`src/rtl/serial_tx_pkg.sv`:
```
// ---------------------------------------------------------------------------
// serial_tx_pkg
// Shared types and constants for the framed serial transmitter.
//   tx_state_t : transmitter FSM states (IDLE, START, DATA, PARITY, STOP)
//   PAR_EVEN   : PARITY_ODD value selecting even parity
//   PAR_ODD    : PARITY_ODD value selecting odd parity
// The PARITY state exists in the enum in every build. It is only reachable
// when the top is compiled with SERIAL_TX_PARITY_EN.
// ---------------------------------------------------------------------------
package serial_tx_pkg;

  typedef enum logic [2:0] {
    IDLE   = 3'd0,
    START  = 3'd1,
    DATA   = 3'd2,
    PARITY = 3'd3,
    STOP   = 3'd4
  } tx_state_t;

  localparam logic PAR_EVEN = 1'b0;
  localparam logic PAR_ODD  = 1'b1;

endpackage

```
`src/rtl/serial_tx_framed_tick.sv`:
```
// ---------------------------------------------------------------------------
// bit_tick_gen
// Bit-period counter for the framed serial transmitter. It counts
// CLKS_PER_BIT clock cycles per serial bit. bit_tick is high in the last
// cycle of each bit period.
// Ports:
//   clk      in  1  clock, rising edge
//   rst      in  1  synchronous active-high reset
//   clear    in  1  synchronous clear; holds the count at 0 (used while idle)
//   bit_tick out 1  one-cycle pulse at each bit boundary (constant 1 when
//                   CLKS_PER_BIT == 1)
// ---------------------------------------------------------------------------
module bit_tick_gen
  import serial_tx_pkg::*;
#(
  parameter int CLKS_PER_BIT = 1
) (
  input  logic clk,
  input  logic rst,
  input  logic clear,
  output logic bit_tick
);

  localparam int CW = $clog2(CLKS_PER_BIT + 1);
  localparam logic [CW-1:0] LAST = CW'(CLKS_PER_BIT - 1);

  logic [CW-1:0] cnt;

  // The count returns to 0 at every bit boundary and never wraps inside a
  // bit. A clear restarts the period, so the first bit of a frame gets a full
  // period.
  always_ff @(posedge clk) begin
    if (rst || clear) begin
      cnt <= '0;
    end else if (cnt == LAST) begin
      cnt <= '0;
    end else begin
      cnt <= cnt + CW'(1);
    end
  end

  // With a single-cycle bit period every cycle is a boundary.
  assign bit_tick = (CLKS_PER_BIT == 1) ? 1'b1 : (cnt == LAST);

endmodule

```
`src/rtl/serial_tx_framed.sv`:
```
// ---------------------------------------------------------------------------
// serial_tx_framed
// Framed serial transmitter. A frame is a start bit (0), DATA_W data bits
// sent LSB first, an optional parity bit, and STOP_BITS stop bits (1).
// The line idles high.
// Optional feature: define SERIAL_TX_PARITY_EN to add the PARITY state and a
// parity bit after the data. PARITY_ODD selects even (0) or odd (1) parity.
// Parameters: DATA_W (1..32), CLKS_PER_BIT (>=1), STOP_BITS (1|2),
//             PARITY_ODD (0|1)
// Ports:
//   clk            in  1       clock, rising edge
//   rst            in  1       synchronous active-high reset, highest priority
//   in_data        in  DATA_W  parallel word, latched only at frame start
//   start_transmit in  1       level request, sampled only in IDLE
//   serial_out     out 1       registered serial line
//   busy           out 1       high for every cycle of a frame
//   done           out 1       pulse in the final cycle of the last stop bit
// ---------------------------------------------------------------------------
module serial_tx_framed
  import serial_tx_pkg::*;
#(
  parameter int DATA_W       = 7,
  parameter int CLKS_PER_BIT = 1,
  parameter int STOP_BITS    = 1,
  parameter int PARITY_ODD   = 0
) (
  input  logic              clk,
  input  logic              rst,
  input  logic [DATA_W-1:0] in_data,
  input  logic              start_transmit,
  output logic              serial_out,
  output logic              busy,
  output logic              done
);

  localparam int BCW = $clog2(DATA_W + 1);
  localparam logic [BCW-1:0] LAST_DATA = BCW'(DATA_W - 1);
  localparam logic           LAST_STOP = 1'(STOP_BITS - 1);

  // Stop configuration with an illegal parameter value at elaboration.
  if (DATA_W < 1 || DATA_W > 32) begin : g_bad_width
    $error("serial_tx_framed: DATA_W must be 1..32");
  end
  if (CLKS_PER_BIT < 1) begin : g_bad_period
    $error("serial_tx_framed: CLKS_PER_BIT must be >= 1");
  end
  if (STOP_BITS != 1 && STOP_BITS != 2) begin : g_bad_stop
    $error("serial_tx_framed: STOP_BITS must be 1 or 2");
  end
  if (PARITY_ODD != 32'(PAR_EVEN) && PARITY_ODD != 32'(PAR_ODD)) begin : g_bad_par
    $error("serial_tx_framed: PARITY_ODD must be 0 or 1");
  end

  tx_state_t   state, state_nxt;
  logic [DATA_W-1:0] shift_reg, shift_nxt;
  logic [BCW-1:0]    bit_cnt, bit_cnt_nxt;
  logic              stop_cnt, stop_cnt_nxt;
  logic              line_nxt;
  logic              bit_tick;
`ifdef SERIAL_TX_PARITY_EN
  logic              parity_bit, parity_nxt;
`endif

  // The bit timer runs only inside a frame. Holding it cleared in IDLE
  // means the start bit always gets a full period.
  bit_tick_gen #(
    .CLKS_PER_BIT(CLKS_PER_BIT)
  ) u_tick (
    .clk     (clk),
    .rst     (rst),
    .clear   (state == IDLE),
    .bit_tick(bit_tick)
  );

  // State and datapath registers. serial_out is registered from the value
  // that belongs to the next state. The line therefore changes on the same
  // edge as the state.
  always_ff @(posedge clk) begin
    if (rst) begin
      state      <= IDLE;
      shift_reg  <= '0;
      bit_cnt    <= '0;
      stop_cnt   <= 1'b0;
      serial_out <= 1'b1;
`ifdef SERIAL_TX_PARITY_EN
      parity_bit <= 1'b0;
`endif
    end else begin
      state      <= state_nxt;
      shift_reg  <= shift_nxt;
      bit_cnt    <= bit_cnt_nxt;
      stop_cnt   <= stop_cnt_nxt;
      serial_out <= line_nxt;
`ifdef SERIAL_TX_PARITY_EN
      parity_bit <= parity_nxt;
`endif
    end
  end

  // Next-state and next-line logic. Every state advances only on bit_tick,
  // so each bit is held for a full CLKS_PER_BIT period.
  always_comb begin
    state_nxt    = state;
    shift_nxt    = shift_reg;
    bit_cnt_nxt  = bit_cnt;
    stop_cnt_nxt = stop_cnt;
    line_nxt     = serial_out;
`ifdef SERIAL_TX_PARITY_EN
    parity_nxt   = parity_bit;
`endif

    case (state)
      IDLE: begin
        line_nxt = 1'b1;
        if (start_transmit) begin
          shift_nxt = in_data;
`ifdef SERIAL_TX_PARITY_EN
          parity_nxt = (^in_data) ^ 1'(PARITY_ODD);
`endif
          state_nxt = START;
          line_nxt  = 1'b0;
        end
      end

      START: begin
        if (bit_tick) begin
          state_nxt   = DATA;
          bit_cnt_nxt = '0;
          line_nxt    = shift_reg[0];
        end
      end

      DATA: begin
        if (bit_tick) begin
          if (bit_cnt == LAST_DATA) begin
            stop_cnt_nxt = 1'b0;
`ifdef SERIAL_TX_PARITY_EN
            state_nxt = PARITY;
            line_nxt  = parity_bit;
`else
            state_nxt = STOP;
            line_nxt  = 1'b1;
`endif
          end else begin
            shift_nxt   = shift_reg >> 1;
            bit_cnt_nxt = bit_cnt + BCW'(1);
            line_nxt    = shift_nxt[0];
          end
        end
      end

`ifdef SERIAL_TX_PARITY_EN
      PARITY: begin
        if (bit_tick) begin
          state_nxt    = STOP;
          stop_cnt_nxt = 1'b0;
          line_nxt     = 1'b1;
        end
      end
`endif

      STOP: begin
        line_nxt = 1'b1;
        if (bit_tick) begin
          if (stop_cnt == LAST_STOP) begin
            state_nxt = IDLE;
          end else begin
            stop_cnt_nxt = stop_cnt + 1'b1;
          end
        end
      end

      default: begin
        state_nxt = IDLE;
        line_nxt  = 1'b1;
      end
    endcase
  end

  // Both status outputs decode registered state. After a reset edge they
  // are immediately inactive.
  assign busy = (state != IDLE);
  assign done = (state == STOP) && bit_tick && (stop_cnt == LAST_STOP);

endmodule

```
`config.mk`:
```
export PLATFORM = sky130hd
export DESIGN_NAME = serial_tx_framed
export DESIGN_NICKNAME = d
export VERILOG_FILES = /design/src/rtl/serial_tx_pkg.sv /design/src/rtl/serial_tx_framed_tick.sv /design/src/rtl/serial_tx_framed.sv
export SDC_FILE = /design/constraint.sdc
export NUM_CORES = 1
export LEC_CHECK = 0
export CAP_MARGIN = 20
export CORE_MARGIN = 3
export CORE_UTILIZATION = 44
export CTS_CLUSTER_SIZE = 30
export DETAILED_ROUTE_END_ITERATION = 10
export PLACE_DENSITY = 0.71
export SETUP_SLACK_MARGIN = 0.2
export SYNTH_ARGS = -nofsm -noshare
export SYNTH_HDL_FRONTEND = slang
export SYNTH_SLANG_ARGS = --single-unit
```
`constraint.sdc`:
```
create_clock -name clk -period 1.4 [get_ports clk]
set_input_delay 0.42 -clock clk [delete_from_list [all_inputs] [get_ports clk]]
set_output_delay 0.42 -clock clk [all_outputs]
set_load 0.01 [all_outputs]
```
==> results of run 1 <==
[Yosys cell counts (2+ instances only)]
cell       n  area (um^2)
a31oi_1    2        12.51
nand2_1    2        7.510
o21ai_1    3        15.01
and3_1     2        12.51
nor2_1    10        37.54
nand3_1    3        15.01
inv_1      8        30.03
clkbuf_1   4        15.01
o22a_1     6        52.55
dfxtp_1   14        280.3
ha_1       2        25.02
a21oi_1    3        15.01
nand2b_1   5        31.28
a221oi_1   6        52.55
[what timing repair did]
| item | CTS | global route |
|---|---|---|
| resized for setup | 41 | 17 |
| setup buffers | 3 | 4 |
| pin swaps | 10 | 13 |
| cloned | 1 | 0 |
| setup endpoints to repair | 12 | 15 |
[stage by stage]
step / TNS, ps / setup slack (ps) / power (mW)
after floorplan: 0 / 114.3 / 0.5796
after global placement: -1444 / -185.1 / 0.6602
after detailed placement: -1633 / -210.6 / 0.6662
after CTS: -284.9 / -143.8 / 0.9431
after global routing: -470.8 / -197.4 / 1.042
final: -370.3 / -174.3 / 1.010
[layer usage]
metal / part of all wire / vias to the layer above / global-route usage
met3: 0.090 / 18 / 0.05078
li1: - / 379 / -
met4: 0.055 / 0 / 0.08523
met2: 0.47 / 55 / 0.3599
met5: 0 / - / 0
met1: 0.39 / 404 / 0.2813
[how the worst max path moves through the flow]
stage | start | to | slack (ps) | cells after the start
floorplan | bit_cnt[0] | bit_cnt[1] | 110 | 5
global placement | state[0] | busy | -190 | 2
detailed placement | state[0] | busy | -210 | 2
CTS | state[1] | busy | -140 | 2
global route | state[1] | done | -200 | 4
finish | state[1] | busy | -170 | 2
[cell type report]
type | count | share of cell area
clock buffer | 3 | 0.01839
inverter | 9 | 0.02758
tap | 15 | 0.01532
timing repair buffer | 31 | 0.2584
sequential | 14 | 0.2390
multi-input combinational | 59 | 0.4413
[kinds of logic (layout without fill, tap and decap cells)]
logic type      count (synthesis)  count (layout)  share of synthesized area
mux                             1               1                    0.01389
compound gates                 26              26                     0.2708
buf+inv                        14              43                    0.07464
simple gates                   30              30                     0.2170
fa+ha+maj                       2               2                    0.03472
flops                          14              14                     0.3889
[power by group]
group | internal [mW] | leakage [nW] | switching, mW
clock | 0.100 | 0.0138 | 0.145
combinational | 0.166 | 0.362 | 0.146
sequential | 0.430 | 0.118 | 0.0222
total | 0.697 | 0.494 | 0.313
[placed cells by master, fill, tap and decap left out, types with 4 or more instances in the layout]
master / instances
buf_4: 10
a221oi_2: 5
nor2_4: 4
o22a_1: 6
nor2_1: 4
buf_6: 9
clkdlybuf4s50_1: 7
dfxtp_1: 10
inv_1: 6
nand2b_1: 5
==> results.sh, run 1 <==
export IMPL_grt_pass1_wl_um=3346
export IMPL_leakage_nw=0.4936
export IMPL_antenna_left=0
export IMPL_hold_slack_ps=490.4
export IMPL_synth_seq_cells=14
export IMPL_wl_per_cell_um=18.77
export IMPL_areaGrowthSynthToFinish_pct=69.96
export IMPL_rr_startpoint="state[0]"
export IMPL_crit_slowest_cell="or3_4"
export IMPL_crit_required_ps=980
export IMPL_place_gp_congestion=0.7751
export IMPL_clk_latency_ps=290
export IMPL_r2r_end="bit_cnt[1]"
export IMPL_dpl_instance_area_um2=948.4
export IMPL_cp_top_family="simple AND/OR/NAND/NOR gates"
export IMPL_irDropWorstVdd_v=0.0005886
export IMPL_fp_dieArea_mm2=0.002159
export IMPL_post_dp_hpwl_um=1272
export IMPL_synth_cells=87
export IMPL_ys_warn_count=0
export IMPL_powerDensity_mw_per_mm2=824.4
export IMPL_cts_buffer_depth=2
export IMPL_finalSetupViolCount=3
export IMPL_viasPerCell=6.534
export IMPL_synth_nets=99
export IMPL_numCtsBuffers=3
export IMPL_multi_input_area_um2=540.5
export IMPL_cts_reportedPaths_clkPinSlew_ps=90
export IMPL_post_route_min_period_ps=1574
export IMPL_hold_buffers=0
export IMPL_slew_headroom=0.8161
export IMPL_ys_types=31
export IMPL_violations="setup timing"
export IMPL_grt_setup_unrepaired="true"
export IMPL_cp_data_arrival_time_ps=1150
export IMPL_grt_pass1_vias=753
export IMPL_worstPathMaxFanout=2
export IMPL_groute_usage_overall=0.2217
export IMPL_ys_flop_type="dfxtp_1"
export IMPL_route_detailed_drc=0
export IMPL_finalWorstSetupSlack_ps=-174.3
export IMPL_crit_path_cell_trace="or3_4 > buf_6"
export IMPL_synth_avg_cell_area_um2=8.284
export IMPL_vias=856
export IMPL_drt_initial_drc_count=37
export IMPL_max_slew_worst_pin_slew_ps=275.9
export IMPL_core_mm2=0.001415
export IMPL_worstHoldStart="shift_reg[5]"
export IMPL_clkSinkCount=14
export IMPL_endpoint_kind="primary output"
export IMPL_fin_crit_sh=1.124
export IMPL_final_area_mm2=0.001225
export IMPL_timing_final_hold_violations=0
export IMPL_hp_class="register to register"
export IMPL_largest_reg_flops=7
export IMPL_clock_skew_ps=4.655
export IMPL_io_pins=13
export IMPL_final_cells=131
export IMPL_hold_path_end="shift_reg[5]"
export IMPL_layout_drive_gt1_share=0.4655
export IMPL_status="finished with violations"
export IMPL_diodes=0
export IMPL_synth_area_um2=720.7
export IMPL_die_h_um=46.47
export IMPL_cp_start_kind="register"
export IMPL_ys_seq_area_frac=0.3889
export IMPL_holdPathStages=1
export IMPL_maxCapViolCount=0
export IMPL_first_pass_iters=4
export IMPL_grt_max_degree=12
export IMPL_row_count=13
export IMPL_regArea_um2=292.8
export IMPL_h_tree_depth=1
export IMPL_max_stage_delay_ps=380
export IMPL_totalWireLength_um=2459
export IMPL_path_class="register to primary output"
export IMPL_gr_total_overflow=0
export IMPL_cts_root_buffer="clkbuf_4"
export IMPL_ys_async_sr_fraction=0
export IMPL_start_util=0.5093
export IMPL_fill_cells=72
export IMPL_nNetsFinal=130
export IMPL_max_freq_mhz=635.2
export IMPL_cts_tree="yes"
export IMPL_grt_antenna_before_repair=0
export IMPL_die_width_um=46.47
export IMPL_worstRegToRegCells=5
export IMPL_reg2reg_slack_ps=-30
export IMPL_fin_util=0.8656
export IMPL_synth_edff_count=0
export IMPL_critPathBufInv=1
export IMPL_drv_slew=0
export IMPL_io_buffer_count=12
export IMPL_placedCellCount=120
Note: power is estimated with default switching activity, not from simulation.
==> run 2: changes to the inputs <==
--- a/config.mk
+++ b/config.mk
@@ -5,6 +5,7 @@
 export SDC_FILE = /design/constraint.sdc
 export NUM_CORES = 1
 export LEC_CHECK = 0
+export ABC_AREA = 1
 export CAP_MARGIN = 20
 export CORE_MARGIN = 3
 export CORE_UTILIZATION = 44
==> results.sh, run 2 <==
export IMPL_ys_async_sr_fraction=0
export IMPL_grt_pass1_vias=757
export IMPL_irDropWorstVdd_v=0.001182
export IMPL_post_route_min_period_ps=1498
export IMPL_slew_headroom=0.8233
export IMPL_synth_area_um2=720.7
export IMPL_fp_dieArea_mm2=0.002159
export IMPL_hp_class="register to register"
export IMPL_placedCellCount=148
export IMPL_ys_seq_area_frac=0.3889
export IMPL_drt_initial_drc_count=53
export IMPL_die_width_um=46.47
export IMPL_status="finished with violations"
export IMPL_final_cells=165
export IMPL_cp_data_arrival_time_ps=1080
export IMPL_power_mw=1.937
export IMPL_cts_tree="yes"
export IMPL_violations="setup timing"
export IMPL_clkSinkCount=14
export IMPL_ys_flop_type="dfxtp_1"
export IMPL_cts_root_buffer="clkbuf_4"
export IMPL_synth_most_common_cell="nand2_1"
export IMPL_synth_nets=123
export IMPL_ys_warn_count=0
export IMPL_io_pins=13
export IMPL_layout_common_cells="nand2_1, nor2_1, buf_4, buf_6, nand2_2"
export IMPL_totalWireLength_um=3107
export IMPL_synth_edff_count=0
export IMPL_ys_types=17
export IMPL_areaGrowthSynthToFinish_pct=79.51
export IMPL_post_synth_top_area_cell="dfxtp_1"
export IMPL_finalWorstSetupSlack_ps=-97.85
export IMPL_h_tree_depth=1
export IMPL_drv_slew=0
export IMPL_synth_cells=111
export IMPL_ys_top_cells_by_area="dfxtp_1, nand2_1, nor2_1, inv_1, o21ai_0"
export IMPL_leakage_nw=0.6154
export IMPL_timing_final_hold_violations=0
export IMPL_synth_seq_cells=14
export IMPL_place_gp_congestion=0.7909
export IMPL_diodes=0
export IMPL_powerDensity_mw_per_mm2=1498
export IMPL_numCtsBuffers=3
export IMPL_cts_buffer_depth=2
export IMPL_finalSetupViolCount=5
export IMPL_final_common_cell="nand2_1"
export IMPL_cts_reportedPaths_clkPinSlew_ps=100
export IMPL_io_buffer_count=12
export IMPL_clk_latency_ps=290
export IMPL_nNetsFinal=164
export IMPL_vias=945
export IMPL_first_pass_iters=5
export IMPL_fill_cells=57
export IMPL_hold_buffers=0
export IMPL_core_mm2=0.001415
export IMPL_grt_setup_unrepaired="true"
export IMPL_wl_per_cell_um=18.83
export IMPL_cp_start_kind="register"
export IMPL_max_slew_worst_pin_slew_ps=263.9
export IMPL_start_util=0.5093
export IMPL_groute_usage_overall=0.2238
export IMPL_regArea_um2=291.5
export IMPL_crit_required_ps=980
export IMPL_row_count=13
export IMPL_viasPerCell=5.727
export IMPL_grt_antenna_before_repair=0
export IMPL_endpoint_kind="primary output"
export IMPL_route_detailed_drc=0
export IMPL_synth_avg_cell_area_um2=6.493
export IMPL_antenna_left=0
export IMPL_largest_reg_flops=7
export IMPL_clock_skew_ps=14.47
export IMPL_fin_util=0.9142
export IMPL_yosysTopAreaCellShare=0.3889
export IMPL_die_h_um=46.47
export IMPL_post_dp_hpwl_um=1143
export IMPL_worstPathMaxFanout=3
export IMPL_grt_max_degree=8
export IMPL_max_freq_mhz=667.6
export IMPL_path_class="register to primary output"
export IMPL_synth_common_cells="nand2_1, nor2_1, dfxtp_1"
export IMPL_fin_crit_sh=1.070
export IMPL_layout_drive_gt1_share=0.5067
export IMPL_maxCapViolCount=0
export IMPL_grt_pass1_wl_um=3353
export IMPL_hold_slack_ps=542.8
export IMPL_gr_total_overflow=0
export IMPL_multi_input_area_um2=553.0
## run 2: final timing paths
path / from / endpoint / slack (ps) / depth (start not counted)
setup reg to reg: bit_cnt[0] / shift_reg[0] / -10 / 9
hold / removal: shift_reg[2] / shift_reg[2] / 540 / 4
hold reg to reg: shift_reg[2] / shift_reg[2] / 540 / 4
setup / recovery: state[1] / done / -100 / 2
## run 2: metal layers
layer	GRT usage	vias to the layer above	share of wire
met2	0.3516	71	0.48
met1	0.2821	419	0.36
met4	0.1307	0	0.057
met3	0.03906	30	0.096
li1	-	425	-
met5	0	-	0
## run 2: timing repair
item | 4_1_cts | 5_1_grt
pin swaps | 17 | 24
gates resized for setup | 51 | 32
buffers inserted | 9 | 4
cloned | 1 | 0
endpoints found under the hold margin | 0 | 0
endpoints found under the setup margin | 14 | 14
## run 2: worst max-delay path, stage by stage, from the launching register on
cell,delay [ps]
dfxtp_4,380
nor3_2,230
buf_2,190
## run 2: layout make-up
class,instances,area share
timing repair buffer,38,0.2718
sequential,14,0.2253
multi-input combinational,82,0.4275
inverter,13,0.04352
clock buffer,3,0.01741
tap,15,0.01451
## run 2: where the power goes
part | internal [mW] | total (mW) | switching, mW
registers | 0.501 | 0.577 | 0.0768
logic | 0.491 | 1.11 | 0.621
clock network | 0.100 | 0.248 | 0.148
## run 2: cell families after synthesis
kind of cell               Yosys count  share of synthesized area
buffers and inverters               16                     0.1059
adders and majority gates            2                    0.03472
DFF                                 14                     0.3889
AOI/OAI and AO/OA                   10                    0.07292
and+or+nand+nor                     69                     0.3976
## run 2: stage by stage
step	setup WS, ps	area (um^2)	setup TNS (ps)
floorplan	190.0	724.4	0
global placement	-124.5	933.4	-869.6
detailed placement	-166.9	933.4	-1232
CTS	13.20	1159	0
global route	-281.9	1294	-713.7
finish	-97.85	1294	-114.4
